File: config.mk
export PLATFORM = sky130hd
export DESIGN_NAME = noc_vc_buffer
export DESIGN_NICKNAME = d
export VERILOG_FILES = /design/src/rtl/noc_pkg.sv /design/src/rtl/vc_fifo.sv /design/src/rtl/noc_vc_buffer.sv
export SDC_FILE = /design/constraint.sdc
export NUM_CORES = 1
export LEC_CHECK = 0
export ABC_CLOCK_PERIOD_IN_PS = 8500
export BUFFER_PORTS_ARGS = -buffer_cell sky130_fd_sc_hd__buf_2
export CAP_MARGIN = 15
export CORE_AREA = 2 2 137 139
export CTS_CLUSTER_DIAMETER = 50
export DETAILED_ROUTE_END_ITERATION = 7
export DIE_AREA = 0 0 139 141
export GPL_TIMING_DRIVEN = 0
export PLACE_DENSITY = 0.63
export SLEW_MARGIN = 20
export SYNTH_ARGS = -nofsm -noshare
export SYNTH_HDL_FRONTEND = slang
export SYNTH_HIERARCHICAL = 1
export SYNTH_SLANG_ARGS = --single-unit
File: constraint.sdc
create_clock -name clk_noc -period 8.5 [get_ports clk_noc]
set_clock_uncertainty 0.1 [all_clocks]
set_input_delay 1.275 -clock clk_noc [delete_from_list [all_inputs] [get_ports clk_noc]]
set_output_delay 1.275 -clock clk_noc [all_outputs]
set_load 0.01 [all_outputs]
File: src/rtl/noc_pkg.sv
// noc_pkg: shared flit field layout and arbiter state type for the NoC ingress buffer.
package noc_pkg;
  // Field positions are counted downward from the flit MSB, so they hold for any flit width.
  localparam int FLIT_VALID  = 0;
  localparam int FLIT_HEAD   = 1;
  localparam int FLIT_TAIL   = 2;
  localparam int FLIT_VC_LSB = 3;
  typedef enum logic {ARB_IDLE, ARB_LOCKED} arb_state_e;
  function automatic int flit_vc(input logic [63:0] flit, input int width, input int vcw);
    return int'((flit >> (width - FLIT_VC_LSB - vcw)) & ((64'd1 << vcw) - 64'd1));
  endfunction
endpackage

File: src/rtl/vc_fifo.sv
// vc_fifo: one virtual-channel FIFO, arbitrary depth, accepts push and pop together even when full.
module vc_fifo #(
  parameter int WIDTH = 9,
  parameter int DEPTH = 10
) (
  input  logic             clk_noc,
  input  logic             rst_n,
  input  logic             push,
  input  logic             pop,
  input  logic [WIDTH-1:0] din,
  output logic [WIDTH-1:0] dout,
  output logic             empty,
  output logic             full
);
  localparam int PW = (DEPTH > 1) ? $clog2(DEPTH) : 1;
  localparam int CW = $clog2(DEPTH + 1);
  logic [WIDTH-1:0] mem [DEPTH];
  logic [PW-1:0] wr_ptr, rd_ptr;
  logic [CW-1:0] count;
  logic wr, rd;
  assign rd    = pop && !empty;
  assign wr    = push && (!full || rd);
  assign empty = count == '0;
  assign full  = count == CW'(DEPTH);
  assign dout  = mem[rd_ptr];
  function automatic logic [PW-1:0] nxt(input logic [PW-1:0] p);
    return (p == PW'(DEPTH - 1)) ? '0 : p + PW'(1);
  endfunction
  always_ff @(posedge clk_noc or negedge rst_n)
    if (!rst_n) begin
      wr_ptr <= '0;
      rd_ptr <= '0;
      count  <= '0;
    end else begin
      if (wr) wr_ptr <= nxt(wr_ptr);
      if (rd) rd_ptr <= nxt(rd_ptr);
      count <= count + CW'(wr) - CW'(rd);
    end
  always_ff @(posedge clk_noc)
    if (wr) mem[wr_ptr] <= din;
endmodule

File: src/rtl/noc_vc_buffer.sv
// noc_vc_buffer: per-VC ingress FIFOs with credit return and a wormhole round-robin output arbiter.
module noc_vc_buffer
  import noc_pkg::*;
#(
  parameter int WIDTH_NOC        = 9,
  parameter int NUM_VC           = 2,
  parameter int DEPTH_PER_VC     = 10,
  parameter int VC_ADDRESS_WIDTH = $clog2(NUM_VC)
) (
  input  logic                 clk_noc,
  input  logic                 rst_n,
  input  logic [WIDTH_NOC-1:0] noc_flit_in,
  output logic [NUM_VC-1:0]    noc_credits_out,
  output logic [WIDTH_NOC-1:0] out_flit,
  output logic                 out_valid,
  input  logic                 out_ready,
  output logic [NUM_VC-1:0]    occupancy_empty,
  output logic                 overflow_err
);
  localparam int VALID_B = WIDTH_NOC - 1 - FLIT_VALID;
  localparam int HEAD_B  = WIDTH_NOC - 1 - FLIT_HEAD;
  localparam int TAIL_B  = WIDTH_NOC - 1 - FLIT_TAIL;
  localparam int VW      = VC_ADDRESS_WIDTH;
  logic [NUM_VC-1:0] push, pop, empty, full;
  logic [WIDTH_NOC-1:0] head [NUM_VC];
  logic [VW-1:0] in_vc, gnt, idx, rr, rr_next, lock_vc, lock_next;
  arb_state_e state, state_next;
  logic fire, found;
  assign in_vc = VW'(flit_vc(64'(noc_flit_in), WIDTH_NOC, VW));
  for (genvar v = 0; v < NUM_VC; v++) begin : g_vc
    assign push[v] = noc_flit_in[VALID_B] && in_vc == VW'(v);
    assign pop[v]  = fire && gnt == VW'(v);
    vc_fifo #(.WIDTH(WIDTH_NOC), .DEPTH(DEPTH_PER_VC)) u_fifo (
      .clk_noc (clk_noc),
      .rst_n   (rst_n),
      .push    (push[v]),
      .pop     (pop[v]),
      .din     (noc_flit_in),
      .dout    (head[v]),
      .empty   (empty[v]),
      .full    (full[v])
    );
  end
  assign occupancy_empty = empty;
  assign out_flit        = head[gnt];
  // In IDLE only a head flit may start a packet; a stray body flit stalls its VC.
  always_comb begin
    state_next = state;
    lock_next  = lock_vc;
    rr_next    = rr;
    gnt        = lock_vc;
    idx        = '0;
    found      = 1'b0;
    if (state == ARB_LOCKED) out_valid = !empty[lock_vc];
    else begin
      for (int i = 0; i < NUM_VC; i++) begin
        idx = VW'((int'(rr) + i) % NUM_VC);
        if (!found && !empty[idx] && head[idx][HEAD_B]) begin
          found = 1'b1;
          gnt   = idx;
        end
      end
      out_valid = found;
    end
    fire = out_valid && out_ready;
    if (fire && head[gnt][TAIL_B]) begin
      state_next = ARB_IDLE;
      rr_next    = VW'((int'(gnt) + 1) % NUM_VC);
    end else if (fire) begin
      state_next = ARB_LOCKED;
      lock_next  = gnt;
    end
  end
  always_ff @(posedge clk_noc or negedge rst_n)
    if (!rst_n) begin
      state           <= ARB_IDLE;
      lock_vc         <= '0;
      rr              <= '0;
      noc_credits_out <= '0;
      overflow_err    <= 1'b0;
    end else begin
      state           <= state_next;
      lock_vc         <= lock_next;
      rr              <= rr_next;
      noc_credits_out <= fire ? NUM_VC'(1) << gnt : '0;
      overflow_err    <= overflow_err | (|(push & full & ~pop));
    end
endmodule

==> results.txt, run 1 <==
hpwl dp - 12.8 mm
pwr dens - 359 mW/mm^2
Detail Route Antenna Nets - 0
Final setup viols - 0
Syn Std Cell Area - 0.00894 mm^2
routed vias/inst - 5.73
endpoint class of the critical path - output port
Leak Pwr - 3.73 nW
Synth warnings - 6
grt total ovfl - 0
count of final max-slew check failures - 0
initial antenna violation count - 0
share of flip-flops with an asynchronous set or reset - 14.3%
Rows - 50
filler cell count in the final layout - 1470
Core ar. - 0.0183 mm^2
worst-case clock buffer depth - 3
Netlist cell types - 53
Setup TNS - 0 ns
Worst-Margin Slew - 0.941 ns
RSZ-0062 raised after global routing - no
die area - 0.0196 mm^2
crit-path most repeated cell - buf_2
Crit path arrival time - 3.57 ns
post-CTS sizing - 0
Die H - 141 um
wire per inst - 21.7 um
clock net sink count - 210
Slowest cell on crit path - clkbuf_1
first-pass GRT wire length - 29.7 mm
vias - 4981
most common cell in the netlist - edfxtp_1
syn avg cell area - 16.2 um^2
IO Count - 27
final hold vios - 0
Power Total - 0.00373 W
reg2reg start - g_vc[1].u_fifo/rd_ptr[1]
Skew-Pair Late Insertion Delay - 0.51 ns
Worst setup SP type - flip-flop
number of DRC markers in iteration 0 - 354
fin crit period - 4.95 ns
H-Tree Level Count - 1
setup bufs post-CTS - 0
EDFF count, synth - 180
Hold Path Class - flip-flop to flip-flop
Multi-input gate area - 0.00263 mm^2
max-capacitance violation count - 0
gpl congestion - 0.813
worst setup margin - 3.55 ns
vias in the first global route - 5220
cell family with most CP delay - buffers and inverters
Worst Min Path Start - g_vc[0].u_fifo/count[0]
#FFs+latches synth - 210
share of cells above drive strength 1 - 26.3%
P&R area growth vs syn - 16.0%
CTS clk-pin slew, worst paths - 0.06 ns
Die X - 139 um
register area share after synthesis - 68.8%
crit-path max FO - 10
Routed WL - 18.8 mm
Seq. cell area - 0.00616 mm^2
CTS tree - built
crit share post-route - 58.2%
synth cell count leaders - edfxtp_1, mux2i_1, nand2_1, nor2_1, dfrtp_1
Synth Instances - 553
largest net degree at the start of global routing - 31
Inserted Clock Buffers - 24
Global Route Usage Sum - 19.7%
Crit Path Class - flip-flop to output port
DRC Markers - 0
largest cells by area after synthesis - edfxtp_1, dfrtp_1, mux4_2, mux2i_1, mux2_2
WP buf/inv - 4
post-synth top area share - 60.4%
relative slew slack - 37.1%
CTS root buffer - clkbuf_16
Final #Nets - 641
FMAX - 202 MHz
VDD IR max - 254 uV
Crit. Startpoint - g_vc[1].u_fifo/rd_ptr[1]
ys flop type - edfxtp_1
hold-fix buffers at CTS - 0
DRT Pass-1 Iters - 4
syn nets - 577
delay of the slowest cell on the worst path - 0.43 ns
cell taking the most area after synthesis - edfxtp_1
PortBufs - 26
Crit path required time - 7.12 ns
status - complete, no violations
Antenna Cells - 0
Initial Util - 49.0%
crit path cell chain - buf_2 > nor2b_1 > clkbuf_1 > a221o_1 > o21ai_1 > nor3b_2 > a21o_2 > nor2_1 > buf_6 > mux2_2 > buf_2
pre-CTS setup slack - 3.81 ns
==> worst paths after layout <==
check / to / slack [ns] / cells past startpoint
worst max-delay path: out_flit[8] / 3.55 / 11
worst min-delay path: g_vc[0].u_fifo/count[0] / 0.45 / 1
worst max register to register: g_vc[1].u_fifo/mem[6][1] / 3.70 / 14
worst min register to register: g_vc[0].u_fifo/count[0] / 0.45 / 1
max in group asynchronous: g_vc[0].u_fifo/rd_ptr[3] / 7.11 / 1
min in group asynchronous: g_vc[1].u_fifo/rd_ptr[0] / 0.72 / 1
==> through the flow <==
| stage | instances | hold slack, ns | utilization [%] | cell area [um^2] |
|---|---|---|---|---|
| global placement | 813 | 0.423 | 51.3 | 9370 |
| global route | 869 | 0.495 | 56.8 | 10400 |
| detailed placement | 825 | 0.438 | 52.3 | 9550 |
| finish | 869 | 0.449 | 56.8 | 10400 |
| floorplan | 553 | 0.410 | - | 8940 |
| CTS | 869 | 0.454 | 56.8 | 10400 |
==> per-layer routing <==
layer / track usage [%] / share of wire, % / up-vias
met5: 0 / 0 / -
met4: 5.48 / 2.1 / 0
met3: 4.21 / 5.6 / 36
met2: 32.0 / 47 / 120
met1: 27.4 / 45 / 2550
li1: - / - / 2275
==> state kept, by name, indices dropped and copies added (netlist names) <==
register            count
state                   1
rr                      1
overflow_err            1
g_vc.u_fifo/wr_ptr      8
noc_credits_out         2
g_vc.u_fifo/mem       180
lock_vc                 1
g_vc.u_fifo/count       8
g_vc.u_fifo/rd_ptr      8
==> kinds of logic after synthesis <==
family	share of synthesized area (%)
flops	68.8
simple gates	7.00
mux	12.4
compound gates	5.74
buf+inv	2.98
xor+xnor	1.18
fa+ha+maj	1.85
==> layout by cell type, fill, tap and decap left out, drive strengths merged, types with 3 or more instances in the layout <==
| cell | instances |
|---|---|
| dfrtp | 30 |
| or2 | 5 |
| nor4 | 10 |
| xor2 | 4 |
| ha | 10 |
| nand2 | 31 |
| inv | 17 |
| clkbuf | 44 |
| nor2 | 31 |
| mux2 | 28 |
| o21ai | 20 |
| o31ai | 3 |
| bufinv | 3 |
| and2 | 5 |
| mux2i | 39 |
| nand3 | 4 |
| nand4 | 4 |
| buf | 57 |
| mux4 | 18 |
| edfxtp | 180 |
| nor3 | 7 |
| clkinv | 6 |
| nor4b | 4 |
| a221o | 18 |
| a21o | 6 |
| nand2b | 3 |
| nor2b | 9 |
| xnor2 | 8 |
==> power by group <==
| part | total, W | switching [W] | internal [W] |
|---|---|---|---|
| logic | 0.00138 | 0.000779 | 0.000600 |
| registers | 0.00129 | 0.0000592 | 0.00124 |
| clock network | 0.00105 | 0.000409 | 0.000645 |
| total | 0.00373 | 0.00125 | 0.00248 |
==> worst register-to-register path: cells and delay by family (launching register included) <==
family                 cells  cell delay [ns]
DFF                        1             0.32
and+or+nand+nor            7             2.19
buffers and inverters      4             0.92
AOI/OAI and AO/OA          3             0.97
==> final cells by class <==
class                   count  share of cell area, %
flip-flops and latches    210                   59.4
multi-input cells         296                   25.3
clock buffers              31                   6.35
well taps                 234                   2.82
plain buffers              32                   2.03
repair buffers             38                   1.98
clock inverters            13                   1.62
inverters                  15                  0.543
No activity file was read; power rests on OpenSTA's default activity.
==> run 2: changes to the inputs <==
ABC_CLOCK_PERIOD_IN_PS = 4300   (was 8500)
PLACE_DENSITY = 0.65   (was 0.63)
clock period = 4.3 ns   (was 8.5 ns; I/O delays follow)
==> run 2 against run 1 <==
  * Sequential share of layout area down 1.3 points
  * Critical path depth grew 3
  * Final cell count rose by 1.8%
  * Critical path type is now flip-flop to flip-flop
  * Cell area grew 2.2%
  * Routed wire length up 2.2%
  * Via count increased by 3.1%
  * Largest cell class unchanged
  * Global-route usage increased by 0.11 points
  * Clock power increased by 82%
  * Sequential power increased by 99%
==> results.txt, run 2 (same netlist as run 1, synthesis figures left out) <==
Rows - 50 (unchanged)
Crit. Startpoint - g_vc[1].u_fifo/rd_ptr[0]
number of DRC markers in iteration 0 - 449 (+27%)
Final #Nets - 659 (+2.8%)
gpl congestion - 0.812 (-0.11%)
routed vias/inst - 5.80 (+1.3%)
CTS root buffer - clkbuf_16
PortBufs - 26 (unchanged)
cell family with most CP delay - simple AND/OR/NAND/NOR gates
IO Count - 27 (unchanged)
pwr dens - 691 mW/mm^2 (+92%)
Final setup viols - 0 (unchanged)
crit path to - g_vc[0].u_fifo/mem[1][6]
Antenna Cells - 0 (unchanged)
max reg flops - 180 (unchanged)
DRT Pass-1 Iters - 5 (+1)
vias in the first global route - 5272 (+1.0%)
reg2reg end - g_vc[0].u_fifo/mem[1][6]
worst-case clock buffer depth - 3 (unchanged)
CP Depth - 14 (+3)
Initial Util - 49.0% (unchanged)
VDD IR max - 451 uV (+78%)
commonest non-fill, non-tap cell in the layout - edfxtp_1
hpwl dp - 12.8 mm (+0.42%)
Final Instance Area - 0.0106 mm^2 (+2.2%)
DRC Markers - 0 (unchanged)
crit-path most repeated cell - buf_2
fin crit period - 4.08 ns
clock net sink count - 210 (unchanged)
first-pass GRT wire length - 29.9 mm (+0.65%)
count of final max-slew check failures - 0 (unchanged)
Die X - 139 um (unchanged)
most frequent cells in the layout - edfxtp_1, buf_2, mux2i_1
initial antenna violation count - 0 (unchanged)
wire per inst - 21.8 um (+0.35%)
P&R area growth vs syn - 18.6%
Core ar. - 0.0183 mm^2 (unchanged)
reg2reg path depth - 14 (unchanged)
H-Tree Level Count - 1 (unchanged)
RSZ-0062 raised after global routing - yes
Crit Path Class - flip-flop to flip-flop
final hold vios - 0 (unchanged)
Crit path required time - 4.40 ns (-2.72 ns)
max-capacitance violation count - 0 (unchanged)
endpoint class of the critical path - flip-flop
WP buf/inv - 4 (unchanged)
die area - 0.0196 mm^2 (unchanged)
Worst R2R Setup Slack - 0.22 ns (-3.48 ns)
Hold Path Class - input pin to asynchronous set/reset pin
crit-path max FO - 10 (unchanged)
Largest Register - g_vc.u_fifo/mem
Crit path arrival time - 4.19 ns (+0.62 ns)
crit path cell chain - buf_6 > buf_8 > mux4_2 > nor2_1 > o21ai_1 > nor3b_2 > a21o_2 > or2_2 > nor2_4 > nand4bb_1 > nand3_1 > nor4_4 > buf_2 > buf_2
reg2reg start - g_vc[1].u_fifo/rd_ptr[0]
Detail Route Antenna Nets - 0 (unchanged)
Worst-Margin Slew - 0.816 ns (-0.124 ns)
status - complete, no violations
placed cell area - 0.00957 mm^2 (+0.29%)
FMAX - 245 MHz
pre-CTS setup slack - -0.427 ns (-4.23 ns)
post-layout util - 58.0% (+1.3 points)
Inserted Clock Buffers - 23 (-4.2%)
Routed WL - 19.3 mm (+2.2%)
relative slew slack - 45.6% (+8.5 points)
Global Route Usage Sum - 19.8% (+0.11 points)
largest net degree at the start of global routing - 31 (unchanged)
Die H - 141 um (unchanged)
Leak Pwr - 3.85 nW (+3.1%)
grt total ovfl - 0 (unchanged)
Worst setup SP type - flip-flop
CTS tree - built
Skew-Pair Late Insertion Delay - 0.50 ns (about the same)
Slowest cell on crit path - mux4_2
Setup TNS - 0 ns (unchanged)
share of cells above drive strength 1 - 29.2% (+2.9 points)
CTS clk-pin slew, worst paths - 0.06 ns (about the same)
delay of the slowest cell on the worst path - 0.52 ns (+0.09 ns)
crit share post-route - 95.0%
worst setup margin - 0.216 ns (-3.34 ns)
vias - 5137 (+3.1%)
[run 2: cell count changes in the layout (fill, tap and decap cells not counted), sizes merged]
| cell | delta |
|---|---|
| clkbuf | +2 |
| buf | +20 |
| clkinvlp | +1 |
| bufinv | -1 |
| clkinv | -4 |
| inv | -2 |
[run 2: layout make-up]
cell class              count  area [um^2]
multi-input cells         296         2790
inverters                  15         56.3
clock inverters             7         91.3
plain buffers              32          213
clock buffers              34          647
fillers                  1411         7660
flip-flops and latches    210         6160
repair buffers             57          363
well taps                 234          293
[run 2: per-layer routing]
metal / vias to the layer above / share of wire [%] / GRT usage (%)
met5: - / 0 / 0
met4: 0 / 2.4 / 6.33
met3: 31 / 5.1 / 3.36
met2: 156 / 48 / 32.0
met1: 2647 / 45 / 27.9
li1: 2303 / - / -
[run 2: worst min path at each step]
stage	from	to	slack [ns]
final	rst_n	g_vc[1].u_fifo/wr_ptr[2]	0.10
after global routing	rst_n	g_vc[1].u_fifo/wr_ptr[2]	0.16
after global placement	g_vc[1].u_fifo/count[0]	g_vc[1].u_fifo/count[0]	0.42
after detailed placement	g_vc[1].u_fifo/count[0]	g_vc[1].u_fifo/count[0]	0.44
after CTS	rst_n	g_vc[1].u_fifo/wr_ptr[2]	0.12
after floorplan	rst_n	g_vc[0].u_fifo/count[0]	0.25
[run 2: metrics by stage]
| stage | hold slack (ns) | total power (W) | instances |
|---|---|---|---|
| floorplan | 0.249 | 0.00451 | 553 |
| global placement | 0.422 | 0.00518 | 813 |
| detailed placement | 0.440 | 0.00531 | 830 |
| CTS | 0.123 | 0.00731 | 877 |
| global route | 0.156 | 0.00773 | 885 |
| finish | 0.101 | 0.00733 | 885 |
[run 2: where the power goes]
group | internal, W | switching, W
Sequential | 0.00244 | 0.000127
Clock | 0.00116 | 0.000754
Combinational | 0.00123 | 0.00162
[run 2: timing repair]
action	CTS	global route
buffers inserted	6	8
resized for setup	19	11
setup endpoints to repair	144	140
pin swaps	4	5
hold buffers	0	0
==> run 3: changes to the inputs <==
ABC_CLOCK_PERIOD_IN_PS = 3400   (was 4300)
HOLD_SLACK_MARGIN = 0.08   (was not set)
clock period = 3.4 ns   (was 4.3 ns; I/O delays follow)
==> run 3 against run 2 <==
  * The flow now finishes with violations (setup timing)
  * Critical endpoint is now out_flit[8]
  * Sequential power up 28%
  * First-iteration DRC count shrank 11%
  * Cell area grew 9.1%
  * Count of clock-buffer cells in the layout is 1 lower
  * Clock power up 28%
  * Critical path depth shrank 3
  * Sequential share of layout area down 4.8 points
  * Critical path type is now flip-flop to output port
==> results.txt, run 3 (same netlist as run 1, synthesis figures left out) <==
Crit path required time - 2.79 ns (-1.61 ns)
Hold Crit Depth - 1
Crit path arrival time - 2.96 ns (-1.23 ns)
max-capacitance violation count - 0 (unchanged)
Hold Path Sink - g_vc[1].u_fifo/mem[1][3]
number of DRC markers in iteration 0 - 399 (-11%)
vias in the first global route - 5596 (+6.1%)
final hold vios - 0 (unchanged)
hpwl dp - 12.5 mm (-2.4%)
reg2reg end - g_vc[0].u_fifo/mem[6][4]
Worst Min Path Start - noc_flit_in[3]
DRC Markers - 0 (unchanged)
max reg flops - 180 (unchanged)
Worst setup SP type - flip-flop
crit share post-route - 105%
share of cells above drive strength 1 - 36.0% (+6.8 points)
wire per inst - 22.3 um (+2.3%)
Skew-Pair Late Insertion Delay - 0.49 ns (about the same)
pre-CTS setup slack - -1.01 ns (-0.586 ns)
sw frac - 33.6% (-0.51 points)
Antenna Cells - 0 (unchanged)
FMAX - 280 MHz
Worst-Margin Slew - 1.06 ns (+0.239 ns)
H-Tree Level Count - 1 (unchanged)
Hold Path Class - input pin to flip-flop
Initial Util - 49.0% (unchanged)
PortBufs - 26 (unchanged)
fin crit period - 3.57 ns
Comb pwr share - 45.4% (+6.5 points)
count of final max-slew check failures - 0 (unchanged)
reg2reg start - g_vc[1].u_fifo/rd_ptr[0]
Crit Path Class - flip-flop to output port
commonest non-fill, non-tap cell in the layout - edfxtp_1
Final setup viols - 166 (+166)
grt total ovfl - 0 (unchanged)
Die X - 139 um (unchanged)
RSZ-0062 raised after global routing - yes
DRT Pass-1 Iters - 5 (unchanged)
most frequent cells in the layout - edfxtp_1, mux2i_1, buf_4
Slowest cell on crit path - dfrtp_1
initial antenna violation count - 0 (unchanged)
pwr dens - 905 mW/mm^2 (+31%)
worst-case clock buffer depth - 3 (unchanged)
IO Count - 27 (unchanged)
CTS clk-pin slew, worst paths - 0.06 ns (about the same)
largest net degree at the start of global routing - 31 (unchanged)
filler cell count in the final layout - 1284 (-9.0%)
VDD IR max - 799 uV (+77%)
Int Power - 0.00695 W (+44%)
status - complete, but fails checks
Rows - 50 (unchanged)
NetSw - 0.00352 W (+41%)
CTS tree - built
gpl congestion - 0.759 (-6.6%)
reg2reg path depth - 15 (+1)
Largest Register - g_vc.u_fifo/mem
clock power share - 23.3% (-2.8 points)
failing checks - setup timing
crit path cell chain - buf_6 > buf_12 > mux2i_1 > a221o_1 > o21ai_2 > nor3b_4 > a2bb2oi_4 > nor2_4 > buf_12 > mux2_4 > buf_6
Final #Nets - 689 (+4.6%)
first-pass GRT wire length - 31.3 mm (+4.9%)
die area - 0.0196 mm^2 (unchanged)
CTS root buffer - clkbuf_16
delay of the slowest cell on the worst path - 0.37 ns (-0.15 ns)
routed vias/inst - 5.74 (-1.1%)
Core ar. - 0.0183 mm^2 (unchanged)
Global Route Usage Sum - 21.0% (+1.1 points)
endpoint class of the critical path - output port
relative slew slack - 29.5% (-16 points)
sequential power share - 31.3% (-3.7 points)
Leak Pwr - 4.20 nW (+9.1%)
crit-path max FO - 8 (-2)
Routed WL - 20.4 mm (+5.7%)
worst setup margin - -0.172 ns (-0.388 ns)
clock net sink count - 210 (unchanged)
Die H - 141 um (unchanged)
P&R area growth vs syn - 29.3%
Crit. Startpoint - g_vc[1].u_fifo/rd_ptr[0]
Inserted Clock Buffers - 23 (unchanged)
Detail Route Antenna Nets - 0 (unchanged)
Worst R2R Setup Slack - -0.17 ns (-0.39 ns)
post-layout util - 63.3% (+5.3 points)
vias - 5253 (+2.3%)
[run 3: critical path, delay by kind of cell, from the launching register on]
kind	cells	cell delay [ns]
multiplexers	2	0.43
AND/OR/NAND/NOR	2	0.36
flip-flops	1	0.37
buffers and inverters	4	0.53
AO/OA/AOI/OAI	3	0.77
[run 3: worst max path at each step]
| stage | slack [ns] | end | cells past startpoint |
|---|---|---|---|
| 4_1_cts | -0.20 | out_flit[8] | 11 |
| 3_3_place_gp | -0.96 | g_vc[1].u_fifo/mem[3][2] | 12 |
| 2_1_floorplan | -0.05 | g_vc[1].u_fifo/count[2] | 16 |
| 5_1_grt | -0.26 | out_flit[8] | 11 |
| 3_5_place_dp | -1.01 | g_vc[1].u_fifo/mem[3][1] | 12 |
| 6_report | -0.17 | out_flit[8] | 11 |
[run 3: area by class of cell]
type | count | area, um^2 | area share (%)
Clock buffer | 33 | 613 | 5.30
Clock inverter | 8 | 123 | 1.06
Buffer | 27 | 264 | 2.28
Tap cell | 234 | 293 | 2.53
Timing Repair Buffer | 92 | 1000 | 8.64
Multi-Input combinational cell | 296 | 3060 | 26.5
Sequential cell | 210 | 6160 | 53.2
Inverter | 15 | 56.3 | 0.487
[run 3: layer usage]
metal / global-route usage, % / share of wire [%] / up-vias
met3: 3.63 / 6.0 / 34
met2: 36.2 / 51 / 145
met4: 6.01 / 1.8 / 0
li1: - / - / 2360
met5: 0 / 0 / -
met1: 27.6 / 41 / 2714
[run 3: through the flow]
step	TNS, ns	hold slack, ns	instances	total power [W]	instance area (um^2)
6_report	-11.33	0.364	915	0.0105	11600
2_1_floorplan	-0.677	0.114	553	0.00598	9280
3_3_place_gp	-123.07	0.449	813	0.00684	9710
5_1_grt	-31.22	0.367	915	0.0110	11600
4_1_cts	-5.83	0.354	913	0.0102	11400
3_5_place_dp	-132.38	0.464	813	0.00694	9710
[run 3: repair_timing]
action / CTS / global route
gates resized for setup: 66 / 29
gates cloned: 1 / 0
pin swaps: 43 / 12
hold buffers: 1 / 0
setup buffers: 61 / 3
setup endpoints to repair: 202 / 183
endpoints found under the hold margin: 30 / 0
[run 3: power by group through the flow]
stage          clock network (W)  registers, W  logic (W)
3_3_place_gp                   0       0.00328    0.00356
4_1_cts                  0.00247       0.00327    0.00444
5_1_grt                  0.00258       0.00331    0.00510
3_5_place_dp                   0       0.00330    0.00364
6_report                 0.00244       0.00328    0.00475
2_1_floorplan                  0       0.00327    0.00271
